==> src/rtl/n64_audio_i2s_tx_if.sv <==
// Stereo sample bus from the N64 I2S sampler.
// One valid strobe qualifies a left/right pair.
interface n64_audio_i2s_tx_if;
  logic [15:0] APDATA_LEFT_i;
  logic [15:0] APDATA_RIGHT_i;
  logic        APDATA_VALID_i;

  modport master (
    output APDATA_LEFT_i,
    output APDATA_RIGHT_i,
    output APDATA_VALID_i
  );

  modport slave (
    input APDATA_LEFT_i,
    input APDATA_RIGHT_i,
    input APDATA_VALID_i
  );
endinterface

==> src/rtl/n64_audio_i2s_tx.sv <==
// Buffers N64 stereo pairs and re-serialises them
// as Philips I2S timed purely from AMCLK.
module n64_audio_i2s_tx #(
  parameter int MCLK_DIV   = 4,
  parameter int FIFO_DEPTH = 4,
  parameter int LVL_W      = 3
) (
  input  logic             AMCLK_i,
  input  logic             ARST,
  input  logic             EN_i,
  input  logic             CLR_FLAGS_i,
  n64_audio_i2s_tx_if.slave ap,
  output logic             ASCLK_o,
  output logic             ALRCLK_o,
  output logic             ASDATA_o,
  output logic [LVL_W-1:0] FIFO_LEVEL_o,
  output logic             UNDERRUN_o,
  output logic             OVERFLOW_o
);

  localparam int DIV_W = $clog2(MCLK_DIV);
  localparam int PTR_W = $clog2(FIFO_DEPTH);
  localparam logic [DIV_W-1:0] DMAX =
    DIV_W'(MCLK_DIV - 1);
  localparam logic [DIV_W-1:0] HALF =
    DIV_W'(MCLK_DIV / 2);
  localparam logic [LVL_W-1:0] FULL =
    LVL_W'(FIFO_DEPTH);

  logic [DIV_W-1:0] div_cnt;
  logic [DIV_W-1:0] div_nxt;
  logic [5:0]       bit_cnt;
  logic [5:0]       bit_nxt;
  logic             started;
  logic             tick;
  logic             frame0;
  logic [15:0]      out_l;
  logic [15:0]      out_r;
  logic [3:0]       sidx;
  logic             ser_bit;

  logic [31:0]      mem [FIFO_DEPTH];
  logic [PTR_W-1:0] wr_ptr;
  logic [PTR_W-1:0] rd_ptr;
  logic             empty;
  logic             full;
  logic             flush;
  logic             pop;
  logic             push;
  logic             ur_set;
  logic             of_set;

  // The first enabled edge starts a frame at once;
  // afterwards a new bit begins on each divider wrap.
  always_comb begin
    tick    = EN_i && (!started || div_cnt == DMAX);
    div_nxt = tick ? '0 : div_cnt + DIV_W'(1);
    bit_nxt = started ? bit_cnt + 6'd1 : 6'd0;
    frame0  = tick && bit_nxt == 6'd0;
    empty   = FIFO_LEVEL_o == '0;
    full    = FIFO_LEVEL_o == FULL;
    flush   = !EN_i && started;
    pop     = frame0 && !empty;
    ur_set  = frame0 && empty;
    push    = ap.APDATA_VALID_i && !flush &&
              (!full || pop);
    of_set  = ap.APDATA_VALID_i && !flush &&
              full && !pop;
  end

  // Slot n of a word carries bit (16-n); the
  // right word sits 32 slots later, same low bits.
  always_comb begin
    sidx    = 4'd0 - bit_nxt[3:0];
    ser_bit = 1'b0;
    unique case (1'b1)
      (bit_nxt >= 6'd1 && bit_nxt <= 6'd16):
        ser_bit = out_l[sidx];
      (bit_nxt >= 6'd33 && bit_nxt <= 6'd48):
        ser_bit = out_r[sidx];
      default: ser_bit = 1'b0;
    endcase
  end

  // Bit clock, frame counter and serial outputs.
  always_ff @(posedge AMCLK_i or posedge ARST) begin
    if (ARST) begin
      div_cnt  <= '0;
      bit_cnt  <= '0;
      started  <= 1'b0;
      ASCLK_o  <= 1'b0;
      ALRCLK_o <= 1'b1;
      ASDATA_o <= 1'b0;
      out_l    <= '0;
      out_r    <= '0;
    end else if (!EN_i) begin
      div_cnt  <= '0;
      bit_cnt  <= '0;
      started  <= 1'b0;
      ASCLK_o  <= 1'b0;
      ALRCLK_o <= 1'b1;
      ASDATA_o <= 1'b0;
      out_l    <= '0;
      out_r    <= '0;
    end else begin
      started <= 1'b1;
      div_cnt <= div_nxt;
      ASCLK_o <= div_nxt >= HALF;
      if (tick) begin
        bit_cnt  <= bit_nxt;
        ASDATA_o <= ser_bit;
        if (bit_nxt == 6'd0) ALRCLK_o <= 1'b0;
        if (bit_nxt == 6'd32) ALRCLK_o <= 1'b1;
        if (pop) begin
          out_l <= mem[rd_ptr][31:16];
          out_r <= mem[rd_ptr][15:0];
        end
      end
    end
  end

  // FIFO storage array.
  always_ff @(posedge AMCLK_i) begin
    if (push)
      mem[wr_ptr] <= {ap.APDATA_LEFT_i,
                      ap.APDATA_RIGHT_i};
  end

  // FIFO pointers and level; flushed on disable.
  always_ff @(posedge AMCLK_i or posedge ARST) begin
    if (ARST) begin
      wr_ptr       <= '0;
      rd_ptr       <= '0;
      FIFO_LEVEL_o <= '0;
    end else if (flush) begin
      wr_ptr       <= '0;
      rd_ptr       <= '0;
      FIFO_LEVEL_o <= '0;
    end else begin
      if (push) wr_ptr <= wr_ptr + PTR_W'(1);
      if (pop) rd_ptr <= rd_ptr + PTR_W'(1);
      if (push && !pop)
        FIFO_LEVEL_o <= FIFO_LEVEL_o + LVL_W'(1);
      else if (pop && !push)
        FIFO_LEVEL_o <= FIFO_LEVEL_o - LVL_W'(1);
    end
  end

  // Sticky error flags; a new event beats a clear.
  always_ff @(posedge AMCLK_i or posedge ARST) begin
    if (ARST) begin
      UNDERRUN_o <= 1'b0;
      OVERFLOW_o <= 1'b0;
    end else begin
      UNDERRUN_o <= ur_set |
                    (UNDERRUN_o & ~CLR_FLAGS_i);
      OVERFLOW_o <= of_set |
                    (OVERFLOW_o & ~CLR_FLAGS_i);
    end
  end

endmodule
==> src/flat_wrapper.sv <==
// flat-port wrapper written by rule: the top's interface ports become plain ports
module n64_audio_i2s_tx_flat 
#(
  parameter int MCLK_DIV   = 4,
  parameter int FIFO_DEPTH = 4,
  parameter int LVL_W      = 3
)
  (AMCLK_i, ARST, EN_i, CLR_FLAGS_i, ASCLK_o, ALRCLK_o, ASDATA_o, FIFO_LEVEL_o, UNDERRUN_o, OVERFLOW_o, ap_APDATA_LEFT_i, ap_APDATA_RIGHT_i, ap_APDATA_VALID_i);
  n64_audio_i2s_tx_if ap_i ();
  input  logic AMCLK_i;
  input  logic ARST;
  input  logic EN_i;
  input  logic CLR_FLAGS_i;
  output logic ASCLK_o;
  output logic ALRCLK_o;
  output logic ASDATA_o;
  output logic [LVL_W-1:0] FIFO_LEVEL_o;
  output logic UNDERRUN_o;
  output logic OVERFLOW_o;
  input wire logic [$bits(ap_i.APDATA_LEFT_i)-1:0] ap_APDATA_LEFT_i;
  input wire logic [$bits(ap_i.APDATA_RIGHT_i)-1:0] ap_APDATA_RIGHT_i;
  input wire logic [$bits(ap_i.APDATA_VALID_i)-1:0] ap_APDATA_VALID_i;
  assign ap_i.APDATA_LEFT_i = ap_APDATA_LEFT_i;
  assign ap_i.APDATA_RIGHT_i = ap_APDATA_RIGHT_i;
  assign ap_i.APDATA_VALID_i = ap_APDATA_VALID_i;
  n64_audio_i2s_tx #(.MCLK_DIV(MCLK_DIV), .FIFO_DEPTH(FIFO_DEPTH), .LVL_W(LVL_W)) u_core (.AMCLK_i(AMCLK_i), .ARST(ARST), .EN_i(EN_i), .CLR_FLAGS_i(CLR_FLAGS_i), .ap(ap_i), .ASCLK_o(ASCLK_o), .ALRCLK_o(ALRCLK_o), .ASDATA_o(ASDATA_o), .FIFO_LEVEL_o(FIFO_LEVEL_o), .UNDERRUN_o(UNDERRUN_o), .OVERFLOW_o(OVERFLOW_o));
endmodule
==> config.mk <==
export PLATFORM = sky130hd
export DESIGN_NAME = n64_audio_i2s_tx_flat
export DESIGN_NICKNAME = d
export VERILOG_FILES = /design/src/rtl/n64_audio_i2s_tx_if.sv /design/src/rtl/n64_audio_i2s_tx.sv /design/src/flat_wrapper.sv
export SDC_FILE = /design/constraint.sdc
export NUM_CORES = 1
export LEC_CHECK = 0
export ABC_AREA = 0
export CORE_ASPECT_RATIO = 0.6
export CORE_UTILIZATION = 64
export DETAILED_ROUTE_END_ITERATION = 7
export GPL_TIMING_DRIVEN = 1
export HOLD_SLACK_MARGIN = 0.12
export PLACE_DENSITY = 0.85
export SLEW_MARGIN = 0
export SYNTH_ARGS = -nofsm -noshare
export SYNTH_HDL_FRONTEND = slang
export SYNTH_SLANG_ARGS = --single-unit
export TNS_END_PERCENT = 5
==> constraint.sdc <==
create_clock -name AMCLK_i -period 9.4 [get_ports AMCLK_i]
set_input_delay 2.82 -clock AMCLK_i [delete_from_list [all_inputs] [get_ports AMCLK_i]]
set_output_delay 2.82 -clock AMCLK_i [all_outputs]
set_load 0.1 [all_outputs]
==> results of run 1 <==
==> metal layers <==
metal  part of all wire [%]  GRT usage, %
met1                     43          37.9
met2                     48          43.2
met3                    6.8          6.41
met4                    2.1          9.77
met5                      0             0
==> flip-flops by register name, summed over array words and instances, names as in the netlist <==
| name | count |
|---|---|
| u_core.started | 1 |
| u_core.ALRCLK_o | 1 |
| u_core.bit_cnt | 6 |
| u_core.OVERFLOW_o | 1 |
| u_core.ASDATA_o | 1 |
| u_core.FIFO_LEVEL_o | 3 |
| u_core.div_cnt | 2 |
| u_core.out_l | 16 |
| u_core.out_r | 16 |
| u_core.ASCLK_o | 1 |
| u_core.mem | 128 |
| u_core.rd_ptr | 2 |
| u_core.UNDERRUN_o | 1 |
| u_core.wr_ptr | 2 |
==> area by class of cell <==
class / count / area [um2] / share of cell area [%]
Clock buffer: 17 / 425 / 4.83
Clock inverter: 15 / 181 / 2.06
Inverter: 14 / 52.6 / 0.596
Multi-Input combinational cell: 287 / 2280 / 25.8
Sequential cell: 181 / 5170 / 58.7
Tap cell: 160 / 200 / 2.27
Timing Repair Buffer: 52 / 500 / 5.68
==> worst max-delay path by stage <==
stage / to / slack [ns] / depth (start not counted)
floorplan: u_core.FIFO_LEVEL_o[2]$_DFFE_PP0P_ / 4.19 / 11
global placement: u_core.mem[1][12]$_DFFE_PP_ / 3.41 / 7
detailed placement: u_core.mem[3][8]$_DFFE_PP_ / 3.27 / 7
CTS: u_core.mem[3][29]$_DFFE_PP_ / 3.71 / 7
global route: u_core.mem[2][30]$_DFFE_PP_ / 3.46 / 7
finish: u_core.mem[2][5]$_DFFE_PP_ / 3.69 / 7
==> Yosys cell counts, drive strengths merged (2+ instances only) <==
library cell / count / area share, %
dfrtp: 52 / 17
inv: 14 / 0.69
o31ai: 3 / 0.29
nand2: 80 / 3.9
buf: 14 / 1.4
o22ai: 3 / 0.24
mux4: 37 / 11
nor4b: 2 / 0.23
nor2b: 4 / 0.33
ha: 10 / 1.6
nand3: 7 / 0.46
nand4: 6 / 0.49
clkbuf: 16 / 0.78
o21ai: 44 / 2.9
o21a: 2 / 0.20
and2: 7 / 0.57
or3: 4 / 0.33
o221ai: 3 / 0.42
a311oi: 2 / 0.23
xor2: 5 / 0.57
a21oi: 5 / 0.33
or4: 3 / 0.29
nor2: 21 / 1.0
xnor2: 6 / 0.69
nand4b: 2 / 0.23
edfxtp: 128 / 50
mux2i: 3 / 0.39
or2: 2 / 0.16
nor3: 7 / 0.46
==> per-stage QoR <==
step	setup slack [ns]	area (um2)	hold slack [ns]
after floorplan	4.19	7660	0.415
final	3.69	8810	0.465
after global placement	3.41	8200	0.431
after global routing	3.46	8810	0.493
after CTS	3.71	8810	0.467
after detailed placement	3.27	8200	0.451
==> cells by family (layout without fill, tap and decap cells) <==
family,count (synthesis),in the layout,synth area share (%)
muxes,41,41,11.4
adders and majority gates,11,11,1.89
buffers and inverters,44,98,2.82
xor gates and xnor gates,11,11,1.26
AOI/OAI and AO/OA,72,72,5.78
DFF,181,181,67.5
and+or+nand+nor,152,152,9.37
==> worst max-delay path, stage by stage <==
cell             delay (ns)
clkdlybuf4s50_1        0.46
buf_4                  0.33
o21ai_0                0.37
o311ai_1               0.40
and2b_1                0.36
and2_1                 0.67
buf_4                  0.40
==> power breakdown <==
part           total (mW)  switching [mW]  internal [mW]
Sequential           1.05          0.0686          0.982
Combinational       0.424           0.247          0.176
Clock               0.703           0.343          0.360
==> impl_results.md, run 1 <==
- TritonCTS Buffers: 17
- Design Power: 2.18 mW
- Synth cell types: 55
- Static leakage: a little over 3 nW
- Antenna violations before repair: 0
- Tmin final: around 5.7 ns
- Root Buffer: clkbuf_16
- Max_cap viols: 0
- Largest net degree at the start of global routing: 67
- Final Hold Viols: 0
- Share of cells above drive strength 1: 14.8%
- Hold path cells: 1
- Max Slew Vio Count: 0
- Total Wirelength: about 15000 um
- WS Path Type: in -> reg
- Final Setup Violations: 0
- Status: finished, final reports clean
- H-Tree Depth: 4
- Setup repair bufs after CTS: 0
- Synth Register Bits: roughly 180
- Drc violations: 0
- Critical Path Source Type: primary input
- Worst Setup End Kind: register
- Buffers on Ports: 44
- Synth Instances: just over 500
- Diode count: 0
- Period utilization: 60.8%
- Clock skew: 0.0126 ns
- Commonest non-fill, non-tap cell in the layout: edfxtp_1
- IO Count: 45
- Slew headroom: around a quarter
- Flop-to-flop setup slack: 5.05 ns
- Worst R2R End: u_core.mem[2][5]$_DFFE_PP_
- Setup tns final: 0 ns
- Fillers: between 600 and 700
- Iter 0 DRT Violations: approximately 460
- Placed Instances: about 700
- Hold-critical path endpoint: u_core.div_cnt[0]$_DFF_PP0_
- Primary FF master, synth: edfxtp_1
- Area Growth Syn to Fin: 15.0%
- Worst-path clk slew: roughly 0.070 ns
- Die width: 143 um
- Final core occ: approximately 77%
- Hold_buf cts: 0
- Vias: 4514
- Final antenna-violating net count: 0
- Drt wl/cell: 20.8 um
- Core box area: about 11000 um2
- Final Wtd Congestion: 0.872
- RSZ-0062 raised after global routing: false
- Crit path launch: EN_i
- Starting Density: approximately two thirds
- Fraction of registers with async set/reset: between 20% and 30%
- Final Non-Filler Cells: approximately 730
- VDD IR max: 0.161 mV
- CTS tree: done
- # nets final: 601
- Mean post-synth cell area: about 15 um2
- Vias/cell: between 6 and 7
- Number of flops mapped to enable cells by yosys: about 130
- Pwr dens: around 250 nW/um2
- Total gr overflow: 0
- Seq/Total Area, Yosys: between 60% and 70%
- Total track usage: ~27%
- DP HPWL: roughly 9400 um
- Critical Path AT: 5.83 ns
- CTS resizes: 0
- Die Y-Extent: approximately 87 um
- Net count after synthesis: 560
- RR Startpoint: u_core.started$_DFF_PP0_
- First-pass iteration count of the detailed router: 6
- Fmax: approximately 0.18 GHz
- Crit path max fanout: 37
- Ys Warns: 0
- HP Class: reg -> reg
- Most frequent cells in the layout: 128 x edfxtp_1, 80 x nand2_1, 50 x dfrtp_1
- Sink Count: roughly 180
- Source of the worst hold timing path: u_core.div_cnt[0]$_DFF_PP0_
- Cell area after synthesis: approximately 7700 um2
- Required @ worst endpoint: roughly 9.5 ns
- R2r worst-path depth: 9
- Actual slew at the worst max-slew pin: between 1 and 1.5 ns
- Vias in the first global route: 4604
- Clk buf depth: 2
- Row Count: 30
- Die area: between 10000 and 15000 um2
- Clock latency on the worst-skew pair: 0.44 ns
- First-pass GRT wire length: 24200 um
Power figures use the tool's default switching activity.
==> run 2, diff against run 1 <==
Settings changed: CORE_UTILIZATION 64 to 53, PLACE_DENSITY 0.85 to 0.75.
Clock period 9.4 ns to 4.7 ns, I/O delays scaled along.
==> run 2 against run 1 <==
Cell count up 4.5%. Wire length shrank 4.2%. Clock power increased by 96%. Sequential power is 99% higher. Die area increased by 20%. Combinational power increased by 96%. Design area rose by 0.24%. Via count shrank 3.3%. Hold slack worse by 0.014 ns.
==> impl_results.md, run 2 (synthesis gave the netlist of run 1 again) <==
- Grt met2 use: 32.5%
- Area Growth Syn to Fin: 15.2%
- Drc violations: 0
- Setup tns final: 0 ns
- CP max-delay cell: dfrtp_1
- Static leakage: about 3.1 nW
- Critical Path Source Type: register
- Diode count: 0
- Sink Count: between 150 and 200
- Flop-to-flop setup slack: about 0.93 ns
- Period utilization: between 80% and 90%
- Starting Density: 55.2%
- Commonest non-fill, non-tap cell in the layout: edfxtp_1
- Die Y-Extent: 95.2 um
- Top reg by flops: u_core.mem
- Antenna violations before repair: 0
- Crit path max fanout: 16
- H-Tree Depth: 4
- Pwr dens: between 400 and 500 nW/um2
- Most frequent cells in the layout: 128 x edfxtp_1, 80 x nand2_1, 50 x dfrtp_1
- # nets final: about 600
- Clock skew: a little over 0.01 ns
- Hold-critical path endpoint: u_core.div_cnt[0]$_DFF_PP0_
- Final Wtd Congestion: about 0.86
- Critical Path AT: around 4.1 ns
- HP Class: reg -> reg
- Setup repair bufs after CTS: 0
- Worst Setup End Kind: register
- Actual slew at the worst max-slew pin: about 0.98 ns
- Largest regs: u_core.mem: 128 flops, u_core.out_l: 16 flops, u_core.out_r: 16 flops
- Worst R2R End: u_core.FIFO_LEVEL_o[2]$_DFFE_PP0P_
- CTS tree: done
- Iter 0 DRT Violations: approximately 400
- Storage cell area: 5170 um2
- Total track usage: between 20% and 30%
- Final core occ: 63.7%
- Die width: between 150 and 200 um
- WS Path Type: reg -> reg
- IO Count: 45
- Largest net degree at the start of global routing: 67
- RR Startpoint: u_core.bit_cnt[0]$_DFFE_PP0P_
- Fmax: 0.265 GHz
- Clk buf depth: 2
- Buffers on Ports: 44
- Required @ worst endpoint: 5.06 ns
- Drt wl/cell: 19.0 um
- CP dominant cell by count: ha_1
- Row Count: 33
- Cells along the critical path: ha_1 -> nand2_1 -> ha_1 -> o221ai_2 -> o311ai_1 -> and2b_1 -> ha_1 -> fa_1 -> xnor2_1 -> or3_1 -> a21oi_1
- RSZ-0062 raised after global routing: false
- Max stage delay on crit path: between 0.6 and 0.7 ns
- Vias: approximately 4400
- Max reg flops: 128
- Source of the worst hold timing path: u_core.div_cnt[0]$_DFF_PP0_
- Total gr overflow: 0
- TritonCTS Buffers: 17
- Busiest grt layer: met2
- Core box area: about 14000 um2
- R2r worst-path depth: 11
- Clock latency on the worst-skew pair: ~0.43 ns
- VDD IR max: between 0.2 and 0.25 mV
- DP HPWL: just over 9000 um
- Total Wirelength: roughly 14000 um
- Global Route met3 Usage: 5.27%
- Hold_buf cts: 0
- Status: finished, final reports clean
- Fillers: slightly above 1000
- Vias in the first global route: 4303
- Slew headroom: between 30% and 40%
- Tmin final: roughly 3.8 ns
- Share of cells above drive strength 1: 14.8%
- Worst-path clk slew: roughly 0.070 ns
- Die area: between 10000 and 15000 um2
- CTS resizes: 0
- First-pass GRT wire length: approximately 23000 um
- Area occupied by multi-input gates: about 2300 um2
- Hold path cells: 1
- Final Hold Viols: 0
- Max_cap viols: 0
- Global routing usage on met1: a little under a third
- Vias/cell: approximately 5.8
- Final Setup Violations: 0
- Root Buffer: clkbuf_16
- Max Slew Vio Count: 0
- First-pass iteration count of the detailed router: 5
- Final antenna-violating net count: 0
## run 2: metal layers
metal	wire, um	share of wire [%]
met1	6930	48
met2	6690	46
met3	686	4.7
met4	148	1.0
met5	0	0
## run 2: worst max path at each step
stage	from	end	slack (ns)
finish	u_core.bit_cnt[0]$_DFFE_PP0P_	u_core.FIFO_LEVEL_o[2]$_DFFE_PP0P_	0.93
global route	u_core.bit_cnt[0]$_DFFE_PP0P_	u_core.FIFO_LEVEL_o[2]$_DFFE_PP0P_	0.67
CTS	u_core.bit_cnt[0]$_DFFE_PP0P_	u_core.FIFO_LEVEL_o[2]$_DFFE_PP0P_	0.98
detailed placement	EN_i	u_core.FIFO_LEVEL_o[1]$_DFFE_PP0P_	0.75
global placement	EN_i	u_core.FIFO_LEVEL_o[2]$_DFFE_PP0P_	0.86
floorplan	EN_i	u_core.FIFO_LEVEL_o[2]$_DFFE_PP0P_	0.90
## run 2: cell type report
| type | instances | area share, % |
|---|---|---|
| sequential | 181 | 58.6 |
| multi-input combinational | 287 | 25.8 |
| timing repair buffer | 53 | 5.75 |
| clock buffer | 18 | 4.86 |
| tap | 192 | 2.72 |
| clock inverter | 14 | 1.71 |
| inverter | 14 | 0.595 |
## run 2: critical path, delay by kind of cell (launching register included)
family,cells,cell delay (ns)
adders and majority gates,4,1.36
AOI/OAI and AO/OA,3,0.81
and+or+nand+nor,3,0.77
DFF,1,0.68
xor gates and xnor gates,1,0.07
## run 2: where the power goes
| part | internal [mW] | switching, mW | leakage [nW] |
|---|---|---|---|
| logic | 0.350 | 0.479 | 0.937 |
| registers | 1.96 | 0.128 | 1.88 |
| clock network | 0.714 | 0.667 | 0.283 |
| total | 3.03 | 1.27 | 3.10 |
## run 2: through the flow
stage / setup WS [ns] / area (um2) / std cells / total power [mW] / hold WS (ns)
finish: 0.929 / 8830 / 759 / 4.30 / 0.450
global route: 0.667 / 8830 / 759 / 4.48 / 0.470
CTS: 0.978 / 8830 / 759 / 4.34 / 0.461
detailed placement: 0.752 / 8250 / 727 / 2.97 / 0.448
global placement: 0.859 / 8250 / 727 / 2.93 / 0.428
floorplan: 0.900 / 7660 / 512 / 2.71 / 0.415
==> run 3, diff against run 2 <==
Settings changed: CORE_UTILIZATION 53 to 59, PLACE_DENSITY 0.75 to 0.79.
Clock period 4.7 ns to 3.64 ns, I/O delays scaled along.
==> run 3 against run 2 <==
Wire length rose by 1.3%. Sequential power rose by 30%. First-iteration DRC count fell by 17%. Sequential cell count did not move. Hold slack got worse by 0.0040 ns.
==> impl_results.md, run 3 (synthesis gave the netlist of run 1 again) <==
- Final Non-Filler Cells: roughly 740
- CTS resizes: 0
- Max reg flops: around 130
- Die Y-Extent: about 90 um
- VDD IR max: between 0.3 and 0.4 mV
- Max_cap viols: 0
- Max stage delay on crit path: between 0.4 and 0.5 ns
- Power share of the combinational group: just under 20%
- Clk buf depth: 2
- Sequential share of power: between 40% and 50%
- Pwr dens: between 600 and 700 nW/um2
- Diode count: 0
- Required @ worst endpoint: around 4.0 ns
- Setup tns final: 0 ns
- Total track usage: roughly a quarter
- Switching portion of total power: 28.9%
- RSZ-0062 raised after global routing: false
- Int Pwr: roughly 4 mW
- Buffers on Ports: 44
- Clock group share of total power: approximately a third
- Crit path max fanout: 8
- CP max-delay cell: dfrtp_1
- Flop-to-flop setup slack: approximately 0.40 ns
- Largest regs: u_core.mem: 128 flops, u_core.out_l: 16 flops, u_core.out_r: 16 flops
- Root Buffer: clkbuf_16
- Commonest non-fill, non-tap cell in the layout: edfxtp_1
- H-Tree Depth: 4
- Largest net degree at the start of global routing: 67
- Fillers: 783
- Clock skew: 0.0117 ns
- Fmax: around 0.3 GHz
- First-pass iteration count of the detailed router: 5
- Total gr overflow: 0
- CTS tree: done
- Pre-CTS setup slack: 0.0873 ns
- WP buf/inv: 1
- Vias/cell: around 6
- CP dominant cell by count: ha_1
- Row Count: 31
- Drt wl/cell: 19.8 um
- Status: finished, final reports clean
- First-pass GRT wire length: around 24000 um
- Share of cells above drive strength 1: 17.1%
- Drc violations: 0
- Fin Hold WS: between 0.4 and 0.5 ns
- Hold_buf cts: 0
- HP Class: reg -> reg
- Final Wtd Congestion: around 0.86
- CP top delay family: adder cells
- Area Growth Syn to Fin: 15.9%
- Cells along the critical path: ha_1 -> or2_1 -> o21ai_0 -> o221ai_2 -> nor4_4 -> inv_1 -> ha_1 -> fa_1 -> xnor2_1 -> or3_1 -> a21oi_1
- Clock latency on the worst-skew pair: roughly 0.43 ns
- Total Wirelength: 14600 um
- Placed Instances: 706
- Slew headroom: 42.5%
- Final Hold Viols: 0
- IO Count: between 40 and 50
- Critical Path Source Type: register
- Worst Setup End Kind: register
- Max Slew Vio Count: 0
- Die width: around 150 um
- Top reg by flops: u_core.mem
- # nets final: 608
- Core box area: ~12000 um2
- Sink Count: 181
- Final Worst Setup Slack: 0.399 ns
- Final instance area: 8880 um2
- Final antenna-violating net count: 0
- Period utilization: between 80% and 90%
- DP HPWL: 9090 um
- Vias in the first global route: about 4600
- Final Setup Violations: 0
- TritonCTS Buffers: 17
- Static leakage: 3.15 nW
- Die area: 13500 um2
- Most frequent cells in the layout: 128 x edfxtp_1, 80 x nand2_1, 50 x dfrtp_1
- Tmin final: roughly 3.2 ns
- Antenna violations before repair: 0
- Iter 0 DRT Violations: between 300 and 400
- Psw: 1.62 mW
- Placed cell area: approximately 8300 um2
- Vias: 4476
- Critical Path AT: 3.59 ns
- Setup repair bufs after CTS: 0
- Actual slew at the worst max-slew pin: ~0.86 ns
- WS Path Type: reg -> reg
- Worst-path clk slew: approximately 0.07 ns
- Starting Density: between 60 and 70%
## run 3: final timing paths
path / from / to / cells after the start
max in group asynchronous: ARST / u_core.rd_ptr[1]$_DFFE_PP0P_ / 3
worst min register to register: u_core.div_cnt[0]$_DFF_PP0_ / u_core.div_cnt[0]$_DFF_PP0_ / 1
worst min-delay path: u_core.div_cnt[0]$_DFF_PP0_ / u_core.div_cnt[0]$_DFF_PP0_ / 1
min in group asynchronous: ARST / u_core.wr_ptr[0]$_DFFE_PP0P_ / 3
worst max register to register: u_core.bit_cnt[1]$_DFFE_PP0P_ / u_core.FIFO_LEVEL_o[2]$_DFFE_PP0P_ / 11
worst max-delay path: u_core.bit_cnt[1]$_DFFE_PP0P_ / u_core.FIFO_LEVEL_o[2]$_DFFE_PP0P_ / 11
## run 3: stage by stage
stage          utilization, %  power, mW
2_1_floorplan               -       3.50
3_3_place_gp             67.0       3.82
3_5_place_dp             67.0       3.87
4_1_cts                  71.8       5.66
5_1_grt                  71.8       5.85
6_report                 71.8       5.61
## run 3: final cells by class
class                      instances  area (um2)  area share, %
sequential                       181        5170           58.2
multi-input combinational        287        2280           25.6
timing repair buffer              59         583           6.56
clock buffer                      18         429           4.83
tap                              165         206           2.32
clock inverter                    14         160           1.80
inverter                          14        52.6          0.592
## run 3: layer usage
metal | vias up | part of all wire, % | global-route usage [%]
met2 | 159 | 47 | 35.8
met3 | 15 | 6.7 | 5.81
met4 | 0 | 1.3 | 7.14
met1 | 2271 | 45 | 35.5
li1 | 2031 | - | -
met5 | - | 0 | 0
## run 3: worst reg2reg max path, stage by stage (launching register included)
cell	delay, ns
dfrtp_1	0.47
ha_1	0.34
or2_1	0.28
o21ai_0	0.26
o221ai_2	0.21
nor4_4	0.32
inv_1	0.07
ha_1	0.23
fa_1	0.39
xnor2_1	0.15
or3_1	0.30
a21oi_1	0.14
## run 3: power groups by stage
stage	Clock, mW	Combinational (mW)	Sequential, mW
after global placement	0	1.08	2.74
after CTS	1.83	1.11	2.72
final	1.80	1.09	2.72
after global routing	1.91	1.19	2.75
after detailed placement	0	1.10	2.76
after floorplan	0	0.695	2.80
